**config.mk**
```make
export PLATFORM = sky130hd
export DESIGN_NAME = spi_byte_arbiter_flat
export DESIGN_NICKNAME = d
export VERILOG_FILES = /design/src/rtl/spi_byte_arbiter_pkg.sv /design/src/rtl/spi_byte_arbiter_if.sv /design/src/rtl/spi_byte_arbiter_rr_pick.sv /design/src/rtl/spi_byte_arbiter.sv /design/src/flat_wrapper.sv
export SDC_FILE = /design/constraint.sdc
export NUM_CORES = 1
export LEC_CHECK = 0
export BUFFER_PORTS_ARGS = -buffer_cell sky130_fd_sc_hd__buf_2
export CAP_MARGIN = 10
export CELL_PAD_IN_SITES_DETAIL_PLACEMENT = 1
export CELL_PAD_IN_SITES_GLOBAL_PLACEMENT = 2
export CORE_MARGIN = 2
export CORE_UTILIZATION = 27
export DETAILED_ROUTE_END_ITERATION = 16
export PLACE_DENSITY = 0.8
export SYNTH_ARGS = -nofsm -noshare
export SYNTH_HDL_FRONTEND = slang
export SYNTH_HIERARCHICAL = 1
export SYNTH_SLANG_ARGS = --single-unit
```
**constraint.sdc**
```tcl
create_clock -name clk -period 2.1 [get_ports clk]
set_clock_uncertainty 0.2 [all_clocks]
set_input_delay 0.21 -clock clk [delete_from_list [all_inputs] [get_ports clk]]
set_output_delay 0.21 -clock clk [all_outputs]
set_load 0.02 [all_outputs]
```
**src/rtl/spi_byte_arbiter_pkg.sv**
```systemverilog
// spi_arb_pkg: FSM state type, default requester count, byte width, one-hot to index helper
package spi_arb_pkg;
  localparam int NREQ_DEF = 3;
  localparam int BYTE_W = 8;
  typedef enum logic [1:0] {IDLE, ISSUE, WAIT} state_t;
  function automatic logic [2:0] oh2idx(input logic [7:0] oh);
    oh2idx = '0;
    for (int i = 0; i < 8; i++) if (oh[i]) oh2idx = 3'(i);
  endfunction
endpackage

```
**src/rtl/spi_byte_arbiter_if.sv**
```systemverilog
// spi_byte_arbiter_if: requester side (req/reqLast/reqData in, gnt/ack/rspValid/rspData/busy out) and SPI master side (ready/arrived/dataR in, send/data out); master = arbiter view, slave = environment view
interface spi_byte_arbiter_if import spi_arb_pkg::*; #(parameter int NREQ = NREQ_DEF);
  logic [NREQ-1:0] req, reqLast, gnt, ack, rspValid;
  logic [BYTE_W*NREQ-1:0] reqData;
  logic [BYTE_W-1:0] rspData, data, dataR;
  logic busy, ready, send, arrived;
  modport master(
    input req, reqLast, reqData, ready, arrived, dataR,
    output gnt, ack, rspValid, rspData, busy, send, data
  );
  modport slave(
    output req, reqLast, reqData, ready, arrived, dataR,
    input gnt, ack, rspValid, rspData, busy, send, data
  );
endinterface

```
**src/rtl/spi_byte_arbiter_rr_pick.sv**
```systemverilog
// rr_pick: combinational round-robin selector; ports req/rrPtr in, one-hot grant (first requester at or after rrPtr) and valid out
module rr_pick #(
  parameter int NREQ = 3
) (
  input  logic [NREQ-1:0]         req,
  input  logic [$clog2(NREQ)-1:0] rrPtr,
  output logic [NREQ-1:0]         grant,
  output logic                    valid
);
  logic [NREQ-1:0] low, pick;
  assign low = NREQ'({req, req} >> rrPtr);
  assign pick = low & (~low + 1'b1);
  assign grant = NREQ'(({pick, pick} << rrPtr) >> NREQ);
  assign valid = |req;
endmodule

```
**src/rtl/spi_byte_arbiter.sv**
```systemverilog
// spi_byte_arbiter: round-robin, transaction-locked sharing of one SPI byte master; ports clk, rst_n (async active-low), bus (spi_byte_arbiter_if.master: requester and SPI master signals)
module spi_byte_arbiter import spi_arb_pkg::*; #(
  parameter int NREQ = NREQ_DEF,
  parameter int HOLD_TIMEOUT = 1024
) (
  input logic clk,
  input logic rst_n,
  spi_byte_arbiter_if.master bus
);
  localparam int IW = $clog2(NREQ);
  localparam int HW = HOLD_TIMEOUT > 1 ? $clog2(HOLD_TIMEOUT) : 1;
  state_t state, state_n;
  logic [IW-1:0] rr_ptr, rr_ptr_n, own, own_inc;
  logic [HW-1:0] hold, hold_n;
  logic last, last_n, send_n, pick_valid, rel;
  logic [NREQ-1:0] pick, gnt_n, ack_n, rsp_valid_n;
  logic [BYTE_W-1:0] rsp_data_n, data_n;
  rr_pick #(.NREQ(NREQ)) u_pick (.req(bus.req), .rrPtr(rr_ptr), .grant(pick), .valid(pick_valid));
  assign own = IW'(oh2idx(8'(bus.gnt)));
  assign own_inc = (own == IW'(NREQ - 1)) ? '0 : own + 1'b1;
  always_comb begin
    state_n = state;
    rr_ptr_n = rr_ptr;
    hold_n = hold;
    last_n = last;
    gnt_n = bus.gnt;
    ack_n = '0;
    rsp_valid_n = '0;
    rsp_data_n = bus.rspData;
    send_n = 1'b0;
    data_n = bus.data;
    rel = 1'b0;
    case (state)
      IDLE: if (pick_valid) begin
        gnt_n = pick;
        hold_n = '0;
        state_n = ISSUE;
      end
      ISSUE: if (bus.req[own] && bus.ready) begin
        send_n = 1'b1;
        data_n = bus.reqData[{own, 3'b000} +: BYTE_W];
        ack_n = bus.gnt;
        last_n = bus.reqLast[own];
        hold_n = '0;
        state_n = WAIT;
      end else if (!bus.req[own]) begin
        rel = hold == HW'(HOLD_TIMEOUT - 1);
        hold_n = rel ? hold : hold + 1'b1;
      end
      WAIT: if (bus.arrived) begin
        rsp_valid_n = bus.gnt;
        rsp_data_n = bus.dataR;
        rel = last;
        state_n = ISSUE;
      end
      default: state_n = IDLE;
    endcase
    if (rel) begin
      gnt_n = '0;
      rr_ptr_n = own_inc;
      state_n = IDLE;
    end
  end
  always_ff @(posedge clk or negedge rst_n) begin
    if (!rst_n) begin
      state <= IDLE;
      rr_ptr <= '0;
      hold <= '0;
      last <= 1'b0;
      bus.gnt <= '0;
      bus.ack <= '0;
      bus.rspValid <= '0;
      bus.rspData <= '0;
      bus.send <= 1'b0;
      bus.data <= '0;
      bus.busy <= 1'b0;
    end else begin
      state <= state_n;
      rr_ptr <= rr_ptr_n;
      hold <= hold_n;
      last <= last_n;
      bus.gnt <= gnt_n;
      bus.ack <= ack_n;
      bus.rspValid <= rsp_valid_n;
      bus.rspData <= rsp_data_n;
      bus.send <= send_n;
      bus.data <= data_n;
      bus.busy <= |gnt_n;
    end
  end
endmodule

```
**src/flat_wrapper.sv**
```systemverilog
// flat-port wrapper written by rule: the top's interface ports become plain ports
module spi_byte_arbiter_flat import spi_arb_pkg::*;
#(
  parameter int NREQ = NREQ_DEF,
  parameter int HOLD_TIMEOUT = 1024
)
  (clk, rst_n, bus_req, bus_reqLast, bus_reqData, bus_ready, bus_arrived, bus_dataR, bus_gnt, bus_ack, bus_rspValid, bus_rspData, bus_busy, bus_send, bus_data);
  spi_byte_arbiter_if #(.NREQ(NREQ)) bus_i ();
  input logic clk;
  input logic rst_n;
  input wire logic [$bits(bus_i.req)-1:0] bus_req;
  input wire logic [$bits(bus_i.reqLast)-1:0] bus_reqLast;
  input wire logic [$bits(bus_i.reqData)-1:0] bus_reqData;
  input wire logic [$bits(bus_i.ready)-1:0] bus_ready;
  input wire logic [$bits(bus_i.arrived)-1:0] bus_arrived;
  input wire logic [$bits(bus_i.dataR)-1:0] bus_dataR;
  output wire logic [$bits(bus_i.gnt)-1:0] bus_gnt;
  output wire logic [$bits(bus_i.ack)-1:0] bus_ack;
  output wire logic [$bits(bus_i.rspValid)-1:0] bus_rspValid;
  output wire logic [$bits(bus_i.rspData)-1:0] bus_rspData;
  output wire logic [$bits(bus_i.busy)-1:0] bus_busy;
  output wire logic [$bits(bus_i.send)-1:0] bus_send;
  output wire logic [$bits(bus_i.data)-1:0] bus_data;
  assign bus_i.req = bus_req;
  assign bus_i.reqLast = bus_reqLast;
  assign bus_i.reqData = bus_reqData;
  assign bus_i.ready = bus_ready;
  assign bus_i.arrived = bus_arrived;
  assign bus_i.dataR = bus_dataR;
  assign bus_gnt = bus_i.gnt;
  assign bus_ack = bus_i.ack;
  assign bus_rspValid = bus_i.rspValid;
  assign bus_rspData = bus_i.rspData;
  assign bus_busy = bus_i.busy;
  assign bus_send = bus_i.send;
  assign bus_data = bus_i.data;
  spi_byte_arbiter #(.NREQ(NREQ), .HOLD_TIMEOUT(HOLD_TIMEOUT)) u_core (.clk(clk), .rst_n(rst_n), .bus(bus_i));
endmodule
```
======== After elaboration in Yosys (flattened, before gate mapping) ========
Cells that the tools add are included.
storage, ports and cells
  register bits after elaboration ......... 42
  input port bits ......................... 42
  word-level logic and storage cells ...... 69
operators by class
  add/sub/neg operators ................... 3
  order comparisons ....................... 1
  eq/ne operators ......................... 10
  shift-type cells ........................ 3
  muxes and demuxes ....................... 30
  bitwise gates (word level) .............. 2
  reduce and logical (&&, ||, !) cells .... 9
operator list
  cell                                                                           count
  10-bit two-way mux                                                             4
  24-bit by 6-bit indexed part select with 8-bit output                          1
  3-bit two-way mux                                                              7
  10-bit one-hot mux with 2 select lines                                         1
  2-bit two-way mux                                                              6
  10-bit by 1-bit adder with 10-bit output (second input constant)               1
  10-bit == test (second input constant)                                         1
  1-bit two-way mux                                                              8
  3-bit by 1-bit != test with 1-bit output (second input constant)               2
  3-bit by 2-bit != test with 1-bit output (second input constant)               2
  2-bit one-hot mux with 3 select lines                                          1
  3-bit OR reduction                                                             2
  6-bit by 2-bit left shift with 6-bit output                                    1
  6-bit by 2-bit >> shifter with 3-bit output                                    1
  1-bit binary-select mux with 2-bit select                                      2
  2-bit == test (second input constant)                                          2
  2-bit AND reduction                                                            2
  4-bit AND reduction                                                            1
  3-bit by 1-bit adder with 3-bit output (second input constant)                 1
  3-bit bitwise AND                                                              1
  2-bit by 3-bit less-than comparator with 1-bit output (second input constant)  1
  3-bit != test (second input constant)                                          1
  3-bit NOT                                                                      1
  3-bit AND reduction                                                            1
  other kinds (7)                                                                7

======== Longest topological paths before layout ========
  depth after elaboration ................. 9
  gate-level depth with buffers ........... 7
  depth with buffers taken out ............ 6

======== Modules after synthesis ========
The synthesis kept the hierarchy.
by module, submodules not included
  module            times used  cells each  area an instance (um2)  seq. area each (um2)
  spi_byte_arbiter  1           221         2,149.6                 1,051.0
  rr_pick           1           11          78.8                    0.0

======== Worst setup path after synthesis ========
OpenSTA, ideal clock, no wires.
  path kind ............................... register -> register
  from .................................... reg u_core.bus.gnt[1]
  to ...................................... reg u_core.rr_ptr[0]
  setup time .............................. 0.128 ns
  arrival ................................. 1.885 ns
  required time ........................... 1.772 ns
  slack ................................... -0.113 ns
  stages on the path, launching flop included .. 6
  buffers on the path ..................... 1
  clock period less this slack ............ 2.213 ns
  cell sequence ........................... dfrtp_1 -> mux2_4 -> a211oi_2 -> a31o_1 -> buf_4 -> mux2_1
on the way
  cells in the longest elaborated chain, start to end .. 7
ends and longest elaborated chain
  item                                                           line                                            source
  from (decl)                                                    spi_byte_arbiter_if.sv:9                        output gnt, ack, rspValid, rspData, busy, send, data
  from (signal assigned)                                         spi_byte_arbiter.sv:82                          bus.gnt <= gnt_n;
  1-bit two-way mux (*)                                          spi_byte_arbiter_pkg.sv:8                       for (int i = 0; i < 8; i++) if (oh[i]) oh2idx = 3'(i);
  2-bit two-way mux (*)                                          spi_byte_arbiter_pkg.sv:8
  1-bit binary-select mux with 2-bit select                      spi_byte_arbiter.sv:39, spi_byte_arbiter.sv:46
  1-bit two-way mux (not written as such)                        spi_byte_arbiter.sv:39, spi_byte_arbiter.sv:46
  1-bit two-way mux / 1-bit logical AND (equally long branches)  spi_byte_arbiter.sv:46, spi_byte_arbiter.sv:39
  1-bit two-way mux                                              spi_byte_arbiter.sv:39                          ISSUE: if (bus.req[own] && bus.ready) begin
  1-bit one-hot mux with 2 select lines                          spi_byte_arbiter.sv:33                          case (state)
  to (signal assigned)                                           spi_byte_arbiter.sv:79                          rr_ptr <= rr_ptr_n;
  to (decl)                                                      spi_byte_arbiter.sv:13                          logic [IW-1:0] rr_ptr, rr_ptr_n, own, own_inc;
Mark *: on every way between the ends. The rest lies on a longest branch, timed or not. The select of a mux whose other input is x is not followed.
A chain may end at the register's enable or synchronous reset.

======== Worst setup path after layout ========
  from .................................... reg u_core.bus.gnt[1]
  to ...................................... reg u_core.hold[8]
on the way
  cells in the longest elaborated chain, start to end .. 7
ends and longest elaborated chain
  item                                                                                                   line                                            source
  1-bit two-way mux (*)                                                                                  spi_byte_arbiter_pkg.sv:8
  2-bit two-way mux (*)                                                                                  spi_byte_arbiter_pkg.sv:8
  1-bit binary-select mux with 2-bit select (*)                                                          spi_byte_arbiter.sv:39, spi_byte_arbiter.sv:46
  1-bit two-way mux (not written as such) (*)                                                            spi_byte_arbiter.sv:39, spi_byte_arbiter.sv:46
  1-bit logical AND                                                                                      spi_byte_arbiter.sv:39
  3-bit != test (no source line), or another cell as far along                                           --
  4-bit AND reduction (no source line) / 10-bit one-hot mux with 2 select lines (equally long branches)  --
  to (signal assigned)                                                                                   spi_byte_arbiter.sv:80                          hold <= hold_n;
  to (decl)                                                                                              spi_byte_arbiter.sv:14                          logic [HW-1:0] hold, hold_n;
Marked as above.

==> reports/metrics.yaml <==
logic_synthesis:
  area_contributors_post_synth: "sky130_fd_sc_hd__dfrtp_1, sky130_fd_sc_hd__mux2i_1, sky130_fd_sc_hd__mux2_2, sky130_fd_sc_hd__nand2_1, sky130_fd_sc_hd__nor2_1"
  synthesis.nets: 279
  synthArstFlopShare_pct: 100
  ys_ff_latch: 42
  library_cells_used_by_synthesis: 48
  synth.avg_cell_area_sq_um: 9.61
  synthesis.instances: 232
  synth_flop_cell: "sky130_fd_sc_hd__dfrtp_1"
  synth_area_leader_cell: "sky130_fd_sc_hd__dfrtp_1"
  yosysSeqAreaShare_pct: 47.2
  ys_warn_count: 6
  synth_top_area_share_pct: 47.2
  synth_edf_count: 0
  post_synth_instance_area_sq_um: 2230
sta:
  finalSetupViolCount: 0
  fmaxAchievable_ghz: 0.496
  setup_ws_ps: 83.5
  fin_hold_ws_ps: -3.27
  drv_slew: 0
  tns_ps: 0
  fin_crit_ps: 2020
  final_min_period_over_clock_period_pct: 96.0
  timing.slew.headroom_pct: 77.1
  final_hold_violation_count: 1
  setup_repair_after_global_routing_missed_its_margin: "no"
  timing_worst_slew_pin_value_ps: 342
worst_setup_path:
  cp.required_ps: 2090
  reg2reg_from: "u_core/bus.gnt[1]$_DFF_PN0_"
  rr_endpoint: "u_core/hold[8]$_DFFE_PN0P_"
  r2r_cells: 4
  path_class: "flip-flop to flip-flop"
  timing.critical_path.arrival_ps: 2000
  worst-path-max-fanout: 6
  setup.reg_to_reg.worst_slack_ps: 80
  setup.worst_path.start: "u_core/bus.gnt[1]$_DFF_PN0_"
  worst_setup_path_endpoint: "u_core/hold[8]$_DFFE_PN0P_"
  critical_path.endpoint_type: "flip-flop"
  critical_path.startpoint_type: "flip-flop"
routing:
  drt_first_iter_violations: 52
  drc_errors: 0
  route.final.wire_length_um: 6340
  dr_total_vias: 2084
  routedWlPerCell_um: 14.6
  detail-route-antenna-nets: 0
  vias_per_cell: 4.81
  drtPass1Iterations: 4
clocking:
  max-clock-path-buffers: 2
  clock_insertion_delay_worst_skew_ps: 300
  root_buffer: "sky130_fd_sc_hd__clkbuf_8"
  cts_made_buffers: 5
  numClockSinks: 42
  cts_htree_levels: 2
  path_clk_slew_ps: 80
  tritoncts: "yes"
power:
  power_density_nw_per_um2: 1230
  vdd.ir_drop.worst_mv: 0.355
  static-leakage-power_nw: 1.47
  total_power_mw: 3.80
global_route:
  gr-usage-all-layers_pct: 15.5
  grt_first_pass_wirelength_um: 10800
  remaining_overflow_grt: 0
  antenna_found_initial: 0
  vias_in_the_first_global_route: 2192
  grt_max_degree: 33
cells_and_area:
  antennaDiodeCount: 0
  drive_gt1_share_pct: 34.5
  layout-area-overhead-vs-synth_pct: 38.2
  final_common_cell: "sky130_fd_sc_hd__buf_2"
  nets: 374
  post-route-cell-area_sq_um: 3080
  final_cell_mix: "sky130_fd_sc_hd__buf_2, sky130_fd_sc_hd__dfrtp_1, sky130_fd_sc_hd__nand2_1"
placed_design:
  buffer_ports.inserted: 68
  placement.cell_area_sq_um: 2800
  preCtsSetupSlack_ps: 33.4
  final_gp_congestion: 0.823
  dp.final_hpwl_um: 4770
status:
  violations: "hold timing"
  run_status: "finished with violations"
floorplanning:
  rows: 33
  io_pins: 69
  chipWidth_um: 94.8
  core_region_area_sq_um: 8090
  die-height_um: 94.8
  floorplan.initialDensity_pct: 27.5
  dieArea_sq_um: 9000
run:
  drv.max_cap_violation_count: 0
min_path:
  hold_path_class: "input pin to flip-flop"
  hold_path_depth: 3
==> worst min-delay path by stage <==
stage / to / slack, ps / start
floorplan: u_core/bus.ack[0]$_DFF_PN0_ / -290 / rst_n
global placement: u_core/bus.rspData[2]$_DFFE_PN0P_ / -100 / rst_n
detailed placement: u_core/bus.rspData[7]$_DFFE_PN0P_ / -90 / rst_n
CTS: u_core/bus.data[1]$_DFFE_PN0P_ / 0.7 / bus_reqData[17]
global route: u_core/bus.data[1]$_DFFE_PN0P_ / 10 / bus_reqData[17]
finish: u_core/bus.data[1]$_DFFE_PN0P_ / -3 / bus_reqData[17]
==> layer usage <==
metal,GRT usage (%),share of wire (%),up-vias
met1,18.4,42,1009
met2,27.6,51,53
met4,4.23,1.3,0
met5,0,0,-
met3,3.91,5.2,7
li1,-,-,1015
==> sequential cells by signal, indices dropped and copies added, names as in the netlist, 2 cells and up <==
| register | flops |
|---|---|
| u_core/hold | 10 |
| u_core/bus.data | 8 |
| u_core/bus.rspData | 8 |
| u_core/bus.ack | 3 |
| u_core/bus.gnt | 3 |
| u_core/bus.rspValid | 3 |
| u_core/rr_ptr | 2 |
| u_core/state | 2 |
==> final cells by class <==
cell class	instances	area, sq um
clock buffer	7	86.3
clock inverter	1	8.76
fill	990	5010
inverter	16	60.1
multi-input combinational	165	1120
sequential	42	1050
tap	105	131
timing repair buffer	97	619
==> worst max-delay path, cell delays in order, from the launching register on <==
cell	delay, ps
sky130_fd_sc_hd__dfrtp_2	420
sky130_fd_sc_hd__mux2_4	350
sky130_fd_sc_hd__a21o_1	250
sky130_fd_sc_hd__or4_1	550
sky130_fd_sc_hd__mux2i_1	140
==> metrics by stage <==
step | instances | util [%]
after floorplan | 232 | -
after global placement | 410 | 34.6
after detailed placement | 410 | 34.6
after CTS | 431 | 37.4
after global routing | 433 | 38.1
final | 433 | 38.1
==> synth_stat cells, types with 2 or more instances <==
master,instances
sky130_fd_sc_hd__dfrtp_1,42
sky130_fd_sc_hd__nand2_1,22
sky130_fd_sc_hd__nor2_1,21
sky130_fd_sc_hd__inv_1,16
sky130_fd_sc_hd__a21oi_1,14
sky130_fd_sc_hd__o21ai_0,14
sky130_fd_sc_hd__mux2i_1,11
sky130_fd_sc_hd__mux2_2,9
sky130_fd_sc_hd__nand3_1,9
sky130_fd_sc_hd__a31oi_1,7
sky130_fd_sc_hd__clkbuf_1,6
sky130_fd_sc_hd__ha_1,5
sky130_fd_sc_hd__and3_1,4
sky130_fd_sc_hd__nand2b_1,4
sky130_fd_sc_hd__and2_1,3
sky130_fd_sc_hd__nand4_1,3
sky130_fd_sc_hd__or4_1,3
sky130_fd_sc_hd__mux2_1,2
sky130_fd_sc_hd__nor3_1,2
sky130_fd_sc_hd__o2111ai_1,2
sky130_fd_sc_hd__o211ai_1,2
sky130_fd_sc_hd__o21ai_1,2
sky130_fd_sc_hd__o21bai_1,2
sky130_fd_sc_hd__o31a_1,2
sky130_fd_sc_hd__or3_1,2
==> cell families after synthesis <==
logic type | synth area share, %
muxes | 11.2
and+or+nand+nor | 16.7
DFF | 47.2
xor gates and xnor gates | 0.393
adders and majority gates | 2.81
AOI/OAI and AO/OA | 17.4
buffers and inverters | 4.44
==> power breakdown <==
part	total (mW)	leakage (nW)	switching, mW	internal, mW
Combinational	2.01	0.878	1.18	0.831
Sequential	1.22	0.547	0.155	1.06
Clock	0.576	0.0489	0.303	0.272
==> timing repair <==
| action | 4_1_cts | 5_1_grt |
|---|---|---|
| endpoints found under the hold margin | 54 | 0 |
| buffers inserted | 0 | 2 |
| hold buffers | 13 | 0 |
| setup endpoints to repair | 0 | 12 |
| resized for setup | 0 | 8 |
Power figures use the tool's default switching activity.
